==> src/rtl/nibble_serial_addsub.sv <==
// ============================================================================
// nibble_serial_addsub : 16-bit signed add/sub through one 4-bit ripple slice,
//                        one nibble per cycle, saturating on signed overflow.
// Revision 1.0
// ============================================================================
`default_nettype none

module nibble_serial_addsub (
  input  logic        clk,
  input  logic        rst_n,
  input  logic        start,
  input  logic        sub,
  input  logic [15:0] a,
  input  logic [15:0] b,
  output logic        busy,
  output logic        done,
  output logic [15:0] sum,
  output logic        flag_z,
  output logic        flag_v,
  output logic        flag_n
);

  localparam logic [0:0] S_IDLE = 1'b0;
  localparam logic [0:0] S_RUN  = 1'b1;

  logic [0:0]  state;
  logic [0:0]  state_nxt;
  logic [1:0]  cnt;
  logic [15:0] op_a;
  logic [15:0] op_b;
  logic        c;
  logic [11:0] raw;

  logic [3:0]  nib_a;
  logic [3:0]  nib_b;
  logic [3:0]  slice_sum;
  logic [4:0]  carry;
  logic        accept;
  logic        final_edge;
  logic        ovf;
  logic [15:0] full_raw;
  logic [15:0] result;

  // ---------------------------------------------------------------- FSM
  always_ff @(posedge clk or negedge rst_n) begin
    if (!rst_n) begin
      state <= S_IDLE;
    end else begin
      state <= state_nxt;
    end
  end

  always_comb begin
    state_nxt = state;
    case (state)
      S_IDLE:  if (start) state_nxt = S_RUN;
      S_RUN:   if (cnt == 2'd3) state_nxt = S_IDLE;
      default: state_nxt = S_IDLE;
    endcase
  end

  always_comb begin
    busy = (state == S_RUN);
  end

  assign accept     = (state == S_IDLE) && start;
  assign final_edge = (state == S_RUN) && (cnt == 2'd3);

  // ---------------------------------------------------------------- slice
  assign nib_a    = op_a[{cnt, 2'b00} +: 4];
  assign nib_b    = op_b[{cnt, 2'b00} +: 4];
  assign carry[0] = c;

  for (genvar i = 0; i < 4; i++) begin : g_bit
    assign slice_sum[i] = nib_a[i] ^ nib_b[i] ^ carry[i];
    assign carry[i+1]   = (nib_a[i] & nib_b[i]) | (carry[i] & (nib_a[i] ^ nib_b[i]));
  end

  // At the final nibble carry[3] is the carry into bit 15, carry[4] the carry out.
  assign full_raw = {slice_sum, raw};
  assign ovf      = carry[3] ^ carry[4];

  always_comb begin
    result = full_raw;
    if (ovf) begin
      result = op_a[15] ? 16'h8000 : 16'h7FFF;
    end
  end

  // ---------------------------------------------------------------- datapath
  always_ff @(posedge clk or negedge rst_n) begin
    if (!rst_n) begin
      cnt  <= 2'd0;
      op_a <= 16'h0000;
      op_b <= 16'h0000;
      c    <= 1'b0;
      raw  <= 12'h000;
    end else if (accept) begin
      cnt  <= 2'd0;
      op_a <= a;
      op_b <= sub ? ~b : b;
      c    <= sub;
      raw  <= 12'h000;
    end else if (state == S_RUN) begin
      cnt <= cnt + 2'd1;
      c   <= carry[4];
      case (cnt)
        2'd0:    raw[3:0]  <= slice_sum;
        2'd1:    raw[7:4]  <= slice_sum;
        2'd2:    raw[11:8] <= slice_sum;
        default: raw       <= raw;
      endcase
    end
  end

  // ---------------------------------------------------------------- results
  always_ff @(posedge clk or negedge rst_n) begin
    if (!rst_n) begin
      done   <= 1'b0;
      sum    <= 16'h0000;
      flag_z <= 1'b0;
      flag_v <= 1'b0;
      flag_n <= 1'b0;
    end else begin
      done <= final_edge;
      if (final_edge) begin
        sum    <= result;
        flag_z <= (result == 16'h0000);
        flag_v <= ovf;
        flag_n <= result[15];
      end
    end
  end

endmodule

`default_nettype wire
==> config.mk <==
export PLATFORM = sky130hd
export DESIGN_NAME = nibble_serial_addsub
export DESIGN_NICKNAME = d
export VERILOG_FILES = /design/src/rtl/nibble_serial_addsub.sv
export SDC_FILE = /design/constraint.sdc
export NUM_CORES = 1
export LEC_CHECK = 0
export BUFFER_PORTS_ARGS = -buffer_cell sky130_fd_sc_hd__buf_2
export CORE_MARGIN = 2
export CORE_UTILIZATION = 30
export DETAILED_ROUTE_END_ITERATION = 16
export SYNTH_ARGS = -nofsm -noshare
export SYNTH_HDL_FRONTEND = slang
export SYNTH_SLANG_ARGS = --single-unit
==> constraint.sdc <==
create_clock -name clk -period 8.5 [get_ports clk]
set_input_delay 1.7 -clock clk [delete_from_list [all_inputs] [get_ports clk]]
set_output_delay 1.7 -clock clk [all_outputs]
set_load 0.02 [all_outputs]
After elaboration in Yosys (flattened, before gate mapping):

Index checks and enable logic that the tools add are counted.
W data, S select, Z words.

* $add $sub $neg: 1
* eq/ne operators: 3
* shift operators: 2
* muxes and demuxes: 15
* bitwise operators: 23
* reductions and logical operators: 11

Operators with widths (number)
* $mux W16: 3
* $shiftx A16 B5 Y4: 2
* $mux W12: 2
* $logic_not A16 Y1: 1
* $not A16 Y16: 1
* $mux W4: 3
* $xor A1 B1 Y1: 9
* $and A1 B1 Y1: 8
* $reduce_bool A2 Y1: 4
* $reduce_and A2 Y1: 3
* $eq A2 B2 Y1 const B: 2
* $mux W1: 4
* $mux W2: 2
* $or A1 B1 Y1: 4
* $add A2 B1 Y2 const B: 1
* $eq A2 B1 Y1 const B: 1
* $logic_and A1 B1 Y1: 2
* $logic_not A2 Y1: 1
* $pmux W1 S2: 1
* $not A1 Y1: 1

* register bits: 68
* input bits: 36
* output and inout bits: 21
* word-level logic and storage cells: 68

Depth between registers and ports, before layout:

Gate-level depths: netlist of the first run.

* word-level depth: 13
* mapped depth: 12
* depth with buffers taken out: 9

Worst setup path after synthesis of the first run:

OpenSTA, ideal clock, no wires.

* path type: reg-to-reg
* start point: register cnt[0]
* end point: register sum[3]
* library setup time: 143 ps
* arrival time: 3275 ps
* required time: 8357 ps
* path slack: 5082 ps
* cell stages (with the launch flop): 13
* path buffers: 3
* period minus slack after synthesis: 3418 ps
* cells stage by stage: dfrtp_1 buf_2 mux4_2 fa_1 inv_1 fa_1 fa_1 fa_1 xnor2_2 or2_1 buf_6 buf_12 a31oi_4

* longest elaborated chain between the ends: 12
* elaborated cells on any way between the ends: 22
* classes of those cells: 1 x eq/ne; 2 x shift; 1 x mux; 17 x bitwise; 1 x reduce/logical

Ends and longest elaborated chain
* from (decl): RTL line 28 `logic [1:0] cnt;`
* from (signal assigned): RTL line 105 `cnt <= cnt + 2'd1;`
* $shiftx A16 B5 Y4 (on tied branches): RTL line 70, 71
* $xor A1 B1 Y1: RTL line 76 `assign carry[i+1] = (nib_a[i] & nib_b[i]) | (carry[i] & (nib_a[i] ^ nib_b[i]));`
* $and A1 B1 Y1: RTL line 76
* $or A1 B1 Y1: RTL line 76
* $and A1 B1 Y1: RTL line 76
* $or A1 B1 Y1: RTL line 76
* $and A1 B1 Y1: RTL line 76
* $or A1 B1 Y1: RTL line 76
* $and A1 B1 Y1: RTL line 76
* $or A1 B1 Y1: RTL line 76
* $xor A1 B1 Y1: RTL line 81 `assign ovf = carry[3] ^ carry[4];`
* $mux W16: RTL line 85 `if (ovf) begin`
* to (signal assigned): RTL line 127 `sum <= result;`
* to (decl): RTL line 17 `output logic [15:0] sum,`

Several ways; a longest one is shown, not always the timed one.
A chain may end at the register's enable or synchronous reset.

Final worst setup path of the first run:

* start point: register cnt[0]
* end point: register sum[2]

The elaborated chain is that of the path after synthesis.

==> results by stage, run 1 <==
Setup path:
- The required time of the critical path is 8.67 ns.
- STA classifies the critical path endpoint as a register.
- The worst register-to-register path ends at sum[2].
- The critical path ends at sum[2].
- The category of the most critical setup path is register to register.
- Along the worst path, the maximum fanout reaches 19.
- The number of cells on the worst reg-to-reg path is 9.
- The startpoint type of the worst setup path is a register.
- The arrival time reported for the critical path endpoint is 4.68 ns.
- Tracing the worst setup path back leads to its startpoint at cnt[0].
- The setup check on the worst reg-to-reg path leaves a slack of 4.00 ns.
- The worst register-to-register path begins at cnt[0].

GRT:
- The overall overflow remaining after global route is 0.
- Entering global routing, the biggest net connects 68 pins.
- The number of global-route vias before repair is 2114.
- The initial antenna violation count is 0.
- The aggregate global-route resource usage is 11.5%.
- The first global-routing pass estimated 10600 microns of wire.

Timing:
- Derived from the worst setup path, the maximum achievable clock frequency is 222 MHz.
- Measured against its own limit, the worst slew margin works out to 32.2%.
- The number of endpoints with negative hold slack in the final report is 0.
- The count of final max-slew check failures is 0.
- Summed over all failing endpoints, the final setup total negative slack is 0 ns.
- On the final layout, the worst clock skew is 0.00805 ns.
- Setup violations remaining at the end of the flow were counted as 0.
- The shortest period the worst path allows is 4.50 ns.
- The ratio of final minimum period to clock period is 53.0%.
- Setup repair after global routing left no endpoint under its margin.
- The slew at the pin closest to its max-slew limit is 1.02 ns.

Placed design:
- The congestion estimate from routability-driven global placement came to 0.708.
- During placement, the flow inserted port buffers numbering 56.
- The placed wire-length estimate after detailed placement is 4510 microns.
- The area of placed instances is 3630 sq um.

Floorplanning:
- The top-level I/O count is 57.
- The area inside the core boundary is 10700 sq um.
- The chip width is 108 microns.
- The chip height is 108 microns.
- The die area is 11800 sq um.
- For this configuration, the core starts out at a cell density of 30.5%.
- The floorplan has 38 rows.

Clocking:
- Clock latency on the worst-skew pair, taken at its later pin, is 0.34 ns.
- For this design, the sink count on the clock tree is 67.
- The clock slew seen by the registers of the worst setup and hold paths is 0.07 ns.
- Buffers added to address setup during post-CTS repair amount to 0.
- In this run the number of H-tree levels came out at 3.
- The count of hold buffers inserted by post-cts repair is 0.
- Counting along the longest clock path gives a buffer depth of 2.
- In this run, CTS created clock tree buffers numbering 9.
- The TritonCTS clock tree is done.
- The number of resized instances in the post-cts repair step is 0.
- The root buffer cell is sky130_fd_sc_hd__clkbuf_8.

Routing:
- In the final routed layout, each cell accounts on average for 13.3 microns.
- The detailed-route vias per instance is 4.44.
- The violation count after the first detailed-route iteration is 75.
- The detailed router placed 2079 vias in this run.
- The number of optimization iterations in the first detailed-route pass is 4.
- In the routed design, unresolved DRC markers number 0.
- The routed design has 6240 microns of wire.
- The detail route stage leaves a number of antenna-violating nets equal to 0.

Finish:
- The number of antenna repair diodes is 0.
- The finished cells cover 3810 sq um.
- The share of the core filled with cells in the final layout is 35.4%.
- The area added between synthesis and finish is 16.2%.
- The share of cells above drive strength 1 is 29.0%.
- The net count of the finished layout is 367.
- The fill cell total of the finished layout is 1078.

Job:
- The count of max-cap constraint violations is 0.

Logic synthesis:
- The average footprint of a synthesized cell is 12.0 sq um.
- The share of the synthesized area in the top cell type is 51.2%.
- Synthesis produced a netlist whose cell count is 273.
- The biggest area contributor in the post-synthesis netlist is sky130_fd_sc_hd__dfrtp_1.
- Counting every net in the synthesized netlist gives 317.
- The synthesized design contains 67 register bits.
- Yosys attributes the largest share of cell area to sky130_fd_sc_hd__dfrtp_1 51%, sky130_fd_sc_hd__a31oi_4 6.5%, sky130_fd_sc_hd__mux2_1 6.2%, sky130_fd_sc_hd__mux4_2 5.5%, sky130_fd_sc_hd__nand2_1 5.4%.
- Synthesis instantiated 35 different standard cells from the library.
- The share of synthesized area occupied by flip-flops and latches is 51.2%.
- After synthesis the cells add up to 3280 sq um.
- The number of warning messages in the yosys log is 0.

Worst hold path:
- The tightest min-delay check is of the register to register type.

Run status:
- The run finished with clean final reports.
[metrics by stage]
stage          hold WS (ns)  cells  setup slack (ns)
6_report              0.483    468              4.00
5_1_grt               0.512    468              3.63
4_1_cts               0.487    468              3.93
3_5_place_dp          0.472    452              3.95
3_3_place_gp          0.465    452              4.05
2_1_floorplan         0.445    273              5.08
[registers in the layout, summed over array words and instances, names as in the netlist]
signal / flops
flag_z: 1
op_b: 16
sum: 16
cnt: 2
raw: 12
done: 1
flag_v: 1
op_a: 16
busy: 1
c: 1
[critical path: stages (launching register included)]
cell and delay (ns):
sky130_fd_sc_hd__dfrtp_1 0.74, sky130_fd_sc_hd__mux4_2 0.35, sky130_fd_sc_hd__fa_1 0.16, sky130_fd_sc_hd__inv_1 0.05, sky130_fd_sc_hd__fa_1 0.39, sky130_fd_sc_hd__fa_1 0.46
sky130_fd_sc_hd__fa_1 0.50, sky130_fd_sc_hd__xnor2_2 0.62, sky130_fd_sc_hd__or2_1 0.87, sky130_fd_sc_hd__a31oi_1 0.18
[how the worst min path moves through the flow]
stage                        start       end  slack, ns  depth (start not counted)
after floorplan           op_b[15]  op_b[15]       0.44                          2
after global placement     op_b[0]   op_b[0]       0.47                          2
after detailed placement   op_b[0]   op_b[0]       0.47                          2
after CTS                  op_b[0]   op_b[0]       0.49                          2
after global routing       op_b[9]   op_b[9]       0.51                          2
final                      op_b[0]   op_b[0]       0.48                          2
[Yosys cell counts, drive strengths merged]
library cell and instances:
a211oi 1, a21oi 1, a31o 1, a31oi 13, a32o 3, and2 1, buf 13, clkbuf 5
dfrtp 67, fa 4, ha 4, inv 11, mux2 18, mux2i 3, mux4 8, nand2 48
nand2b 1, nand4 2, nor2 14, nor2b 1, nor4 2, nor4b 1, o21ai 31, o31ai 1
or2 1, or3 1, xnor2 17
[layout make-up]
cell class / count / area, sq um / area share, %
clock buffer: 10 / 138 / 3.61
clock inverter: 6 / 41.3 / 1.08
inverter: 11 / 41.3 / 1.08
multi-input combinational: 177 / 1450 / 38.0
sequential: 67 / 1680 / 44.0
tap: 140 / 175 / 4.60
timing repair buffer: 57 / 288 / 7.56
[cells by family (layout without fill, tap and decap cells)]
group,count (synthesis),count (layout),share of synthesized area [%]
compound gates,51,51,13.6
simple gates,72,72,9.17
mux,29,29,12.6
flops,67,67,51.2
xor+xnor,17,17,4.77
buf+inv,29,84,4.70
fa+ha+maj,8,8,3.97
[placed cells by master, fill, tap and decap left out, types with 2 or more instances in the layout]
master	instances
sky130_fd_sc_hd__buf_2	56
sky130_fd_sc_hd__nand4_1	2
sky130_fd_sc_hd__nand2_1	47
sky130_fd_sc_hd__inv_1	10
sky130_fd_sc_hd__xnor2_1	16
sky130_fd_sc_hd__fa_1	4
sky130_fd_sc_hd__nor4_1	2
sky130_fd_sc_hd__mux4_2	8
sky130_fd_sc_hd__dfrtp_1	67
sky130_fd_sc_hd__o21ai_0	14
sky130_fd_sc_hd__a32o_1	3
sky130_fd_sc_hd__clkinvlp_4	3
sky130_fd_sc_hd__clkbuf_8	10
sky130_fd_sc_hd__ha_1	4
sky130_fd_sc_hd__o21ai_1	17
sky130_fd_sc_hd__a31oi_4	10
sky130_fd_sc_hd__nor2_1	14
sky130_fd_sc_hd__a31oi_1	3
sky130_fd_sc_hd__mux2i_1	3
sky130_fd_sc_hd__clkinv_2	2
sky130_fd_sc_hd__mux2_1	18
[metal layers]
| metal | vias up | GRT usage, % | routed length [microns] |
|---|---|---|---|
| met2 | 46 | 18.0 | 2920 |
| met3 | 5 | 3.68 | 280 |
| met4 | 0 | 2.75 | 50 |
| met1 | 988 | 15.6 | 2990 |
| li1 | 1040 | - | - |
| met5 | - | 0 | 0 |
Power of run 1 is not shown: default switching activity piles up to over one toggle a cycle in this logic, so the estimate is an artifact.
==> run 2: changes to the inputs <==
--- a/config.mk
+++ b/config.mk
@@ -5,6 +5,7 @@
 export SDC_FILE = /design/constraint.sdc
 export NUM_CORES = 1
 export LEC_CHECK = 0
+export ABC_AREA = 1
 export BUFFER_PORTS_ARGS = -buffer_cell sky130_fd_sc_hd__buf_2
 export CORE_MARGIN = 2
 export CORE_UTILIZATION = 30
==> constraint.sdc (replaced) <==
create_clock -name clk -period 4.5 [get_ports clk]
set_input_delay 0.9 -clock clk [delete_from_list [all_inputs] [get_ports clk]]
set_output_delay 0.9 -clock clk [all_outputs]
set_load 0.02 [all_outputs]
==> results by stage, run 2 <==
Clocking:
- The root buffer cell chosen for the clock tree is sky130_fd_sc_hd__clkbuf_8.
- The number of buffers added by the clock tree synthesis step is 9 (unchanged).
- The clock latency on the worst-skew pair was 0.34 ns (about the same).
- The number of H-tree levels is 3 (unchanged).
- The TritonCTS clock tree is done.
- The maximum root-to-sink buffer count is 2 (unchanged).
- The clock sink count came to 67 (unchanged).
- The count of hold buffers inserted by post-cts repair is 0 (unchanged).
- The clock slew seen by the registers of the worst setup and hold paths is 0.07 ns (about the same).

Logic synthesis:
- Sorting the synthesized cells by area gives the leading types as sky130_fd_sc_hd__dfrtp_1 54%, sky130_fd_sc_hd__nand2_1 15%, sky130_fd_sc_hd__o21ai_0 6.9%, sky130_fd_sc_hd__xnor2_1 4.5%, sky130_fd_sc_hd__a21oi_1 3.2%.
- The synthesized netlist cell count came to 359 (+32%).
- The share of synthesized area occupied by flip-flops and latches is 53.6% (+2.4 points).
- The average footprint of a synthesized cell came to 8.71 sq um (-27%).
- sky130_fd_sc_hd__nand2_1 is the most common cell in the netlist.
- The fraction of synthesis flops using an asynchronous set or reset pin is 100% (unchanged).
- The flop and latch count out of synthesis is 67 (unchanged).
- The synthesized netlist net count is 403 (+27%).
- The count of distinct cell types in the synthesized netlist came to 23 (-34%).
- The top flip-flop cell by instance count after synthesis is sky130_fd_sc_hd__dfrtp_1.
- The count of flip-flops with a built-in enable after synthesis is 0 (unchanged).
- The share of the synthesized area in the top cell type was 53.6% (+2.4 points).
- By count the netlist is led by 125 x sky130_fd_sc_hd__nand2_1, 67 x sky130_fd_sc_hd__dfrtp_1, 43 x sky130_fd_sc_hd__o21ai_0.
- The number of warning messages in the yosys log is 0 (unchanged).
- The cell area after synthesis is 3130 sq um (-4.5%).
- The largest total area in the synthesized netlist belongs to sky130_fd_sc_hd__dfrtp_1.

Finish:
- The fill cell total of the finished layout is 1092 (+1.3%).
- The area added between synthesis and finish is 18.0%.
- The library cell used most frequently in the layout, excluding fill and tap cells, is sky130_fd_sc_hd__nand2_1.
- The final non-filler cell area is 3690 sq um (-3.0%).
- In the final layout, the registers with the most flip-flops are op_a (16), op_b (16), sum (16).
- In the layout the commonest cells are 124 x sky130_fd_sc_hd__nand2_1, 67 x sky130_fd_sc_hd__dfrtp_1, 56 x sky130_fd_sc_hd__buf_2, 43 x sky130_fd_sc_hd__o21ai_0, 26 x sky130_fd_sc_hd__nor2_1.
- The number of antenna repair diodes is 0 (unchanged).
- The net count of the finished layout is 454 (+24%).
- The share of cells above drive strength 1 is 18.3% (-11 points).

Routing:
- The number of optimization iterations in the first detailed-route pass is 4 (unchanged).
- The detailed-route DRC error count came to 0 (unchanged).
- The wire length per cell is 13.0 microns (-2.7%).
- The via total after detailed routing was 2519 (+21%).
- The detailed-route vias per instance is 4.57 (+2.9%).
- The detailed-route wire length is 7140 microns (+15%).
- The violation count after the first detailed-route iteration is 96 (+28%).
- The count of antenna-violating nets left after detailed routing is 0 (unchanged).

GRT:
- The number of global-route vias before repair is 2597 (+23%).
- The overall overflow remaining after global route is 0 (unchanged).
- The aggregate global-route resource usage came to 14.0% (+2.5 points).
- The initial antenna violation count came to 0 (unchanged).
- The wire length of the first global-routing pass came to 12500 microns (+19%).
- The pin count of the biggest net entering global routing was 52 (-24%).

Floorplanning:
- The chip height came to 106 microns (-2.2%).
- The chip width is 106 microns (-2.2%).
- The count of standard-cell rows was 37 (-2.6%).
- The starting density of the core was 30.6% (+0.089 points).
- The die area came to 11300 sq um (-4.3%).
- The top-level I/O count is 57 (unchanged).
- The area inside the core boundary is 10200 sq um (-4.8%).

Setup path:
- The critical path's largest stage delay came to 0.62 ns (-0.25 ns).
- The required time of the critical path is 4.70 ns (-3.97 ns).
- The arrival time reported for the critical path endpoint is 4.15 ns (-0.53 ns).
- The gate family responsible for the most delay along the worst path is adder cells.
- Traced cell by cell, the critical path runs through clkinvlp_4, o21ai_0, o22ai_1, fa_1, inv_1, fa_1, fa_1, fa_1, inv_1, nand2_1, nand3_1, nand2_1, inv_1, a21oi_1.
- The critical path in this run is classified as register to register.
- The cell occurring most often along the worst timing path is sky130_fd_sc_hd__fa_1.
- STA classifies the critical path startpoint as a register.
- The count of buffering cells on the critical path with inverters included was 4 (+3).
- The biggest fanout along the worst timing path is 20 (+1).
- The critical-path cell with the highest stage delay is sky130_fd_sc_hd__dfrtp_1.
- The worst setup path is captured at a register.

Timing:
- The worst clock skew is 0.00672 ns (-0.00133 ns).
- The remaining max-slew budget at the tightest pin is 30.4% (-1.8 points).
- The ratio of final minimum period to clock period was 87.7% (+35 points).
- Setup repair after global routing left no endpoint under its margin.
- The sum of negative setup slack was 0 ns (unchanged).
- The number of endpoints with negative hold slack in the final report is 0 (unchanged).
- The shortest period the worst path allows was 3.95 ns (-0.558 ns).
- The highest clock rate was 253 MHz (+14%).
- The number of setup violations in the final report is 0 (unchanged).
- The count of final max-slew check failures is 0 (unchanged).
- The slew at the pin closest to its max-slew limit is 1.04 ns (+0.0269 ns).

Job:
- The count of max-cap constraint violations is 0 (unchanged).

Placed design:
- The area of placed instances is 3510 sq um (-3.2%).
- The count of buffers from port buffering is 56 (unchanged).
- The last weighted congestion value of the routability-driven placer is 0.864 (+22%).
- The placed wire-length estimate after detailed placement is 5190 microns (+15%).

Pwr:
- Overall power consumption after layout is estimated at 3.34 mW.
- Power spread over the standard cell area amounts to 904 nW/um^2.
- The cell leakage power is 1.78 nW.
- The worst-case IR drop observed on VDD is 0.000410 V.

Run status:
- The run finished with clean final reports.

Worst hold path:
- The worst min-delay path class is register to register.
-- run 2: path summary, 6_finish.rpt --
check                        start  endpoint  slack, ns  cells past startpoint
setup / recovery            cnt[0]    sum[9]       0.55                     14
hold / removal             op_a[0]   op_a[0]       0.48                      2
setup reg to reg            cnt[0]    sum[9]       0.55                     14
hold reg to reg            op_a[0]   op_a[0]       0.48                      2
max in group asynchronous    rst_n    raw[7]       2.88                      2
min in group asynchronous    rst_n   raw[10]       0.75                      1
-- run 2: cell families after synthesis --
family | after synthesis | share of synthesized area [%]
and+or+nand+nor | 159 | 19.4
xor gates and xnor gates | 16 | 4.48
DFF | 67 | 53.6
adders and majority gates | 8 | 4.16
buffers and inverters | 32 | 4.36
AOI/OAI and AO/OA | 77 | 14.0
-- run 2: tightest hold or removal path, stage by stage (launching register included) --
cell and delay (ns):
sky130_fd_sc_hd__dfrtp_1 0.34, sky130_fd_sc_hd__nand2_1 0.06, sky130_fd_sc_hd__nand2_1 0.06
-- run 2: report_power, final --
part	internal [mW]	total (mW)	switching, mW
Combinational	0.610	1.78	1.17
Sequential	0.903	1.12	0.212
Clock	0.229	0.442	0.213
-- run 2: per-stage QoR --
step / instances / setup WS, ns / utilization, % / hold slack [ns]
6_report: 551 / 0.554 / 36.1 / 0.484
5_1_grt: 551 / 0.218 / 36.1 / 0.509
4_1_cts: 551 / 0.434 / 36.0 / 0.489
3_5_place_dp: 535 / 0.453 / 34.3 / 0.468
3_3_place_gp: 535 / 0.646 / 34.3 / 0.466
2_1_floorplan: 359 / 0.922 / - / 0.444
-- run 2: layout make-up --
cell class              count  area, sq um  share of cell area [%]
clock buffers              14          163                    4.41
clock inverters             2         10.0                   0.271
inverters                  13         52.6                    1.42
multi-input cells         260         1320                    35.7
flip-flops and latches     67         1680                    45.4
well taps                 136          170                    4.61
repair buffers             59          303                    8.20
-- run 2: metal layers --
layer	up-vias	global-route usage, %	share of wire, %
met5	-	0	0
met2	64	22.2	46
li1	1266	-	-
met4	0	5.08	2.0
met1	1175	18.1	47
met3	14	4.41	4.9
-- run 2: what timing repair did --
action | in CTS | in global routing
setup endpoints to repair | 0 | 1
buffers inserted | 0 | 0
gates resized for setup | 0 | 2
Power figures use the tool's default switching activity.
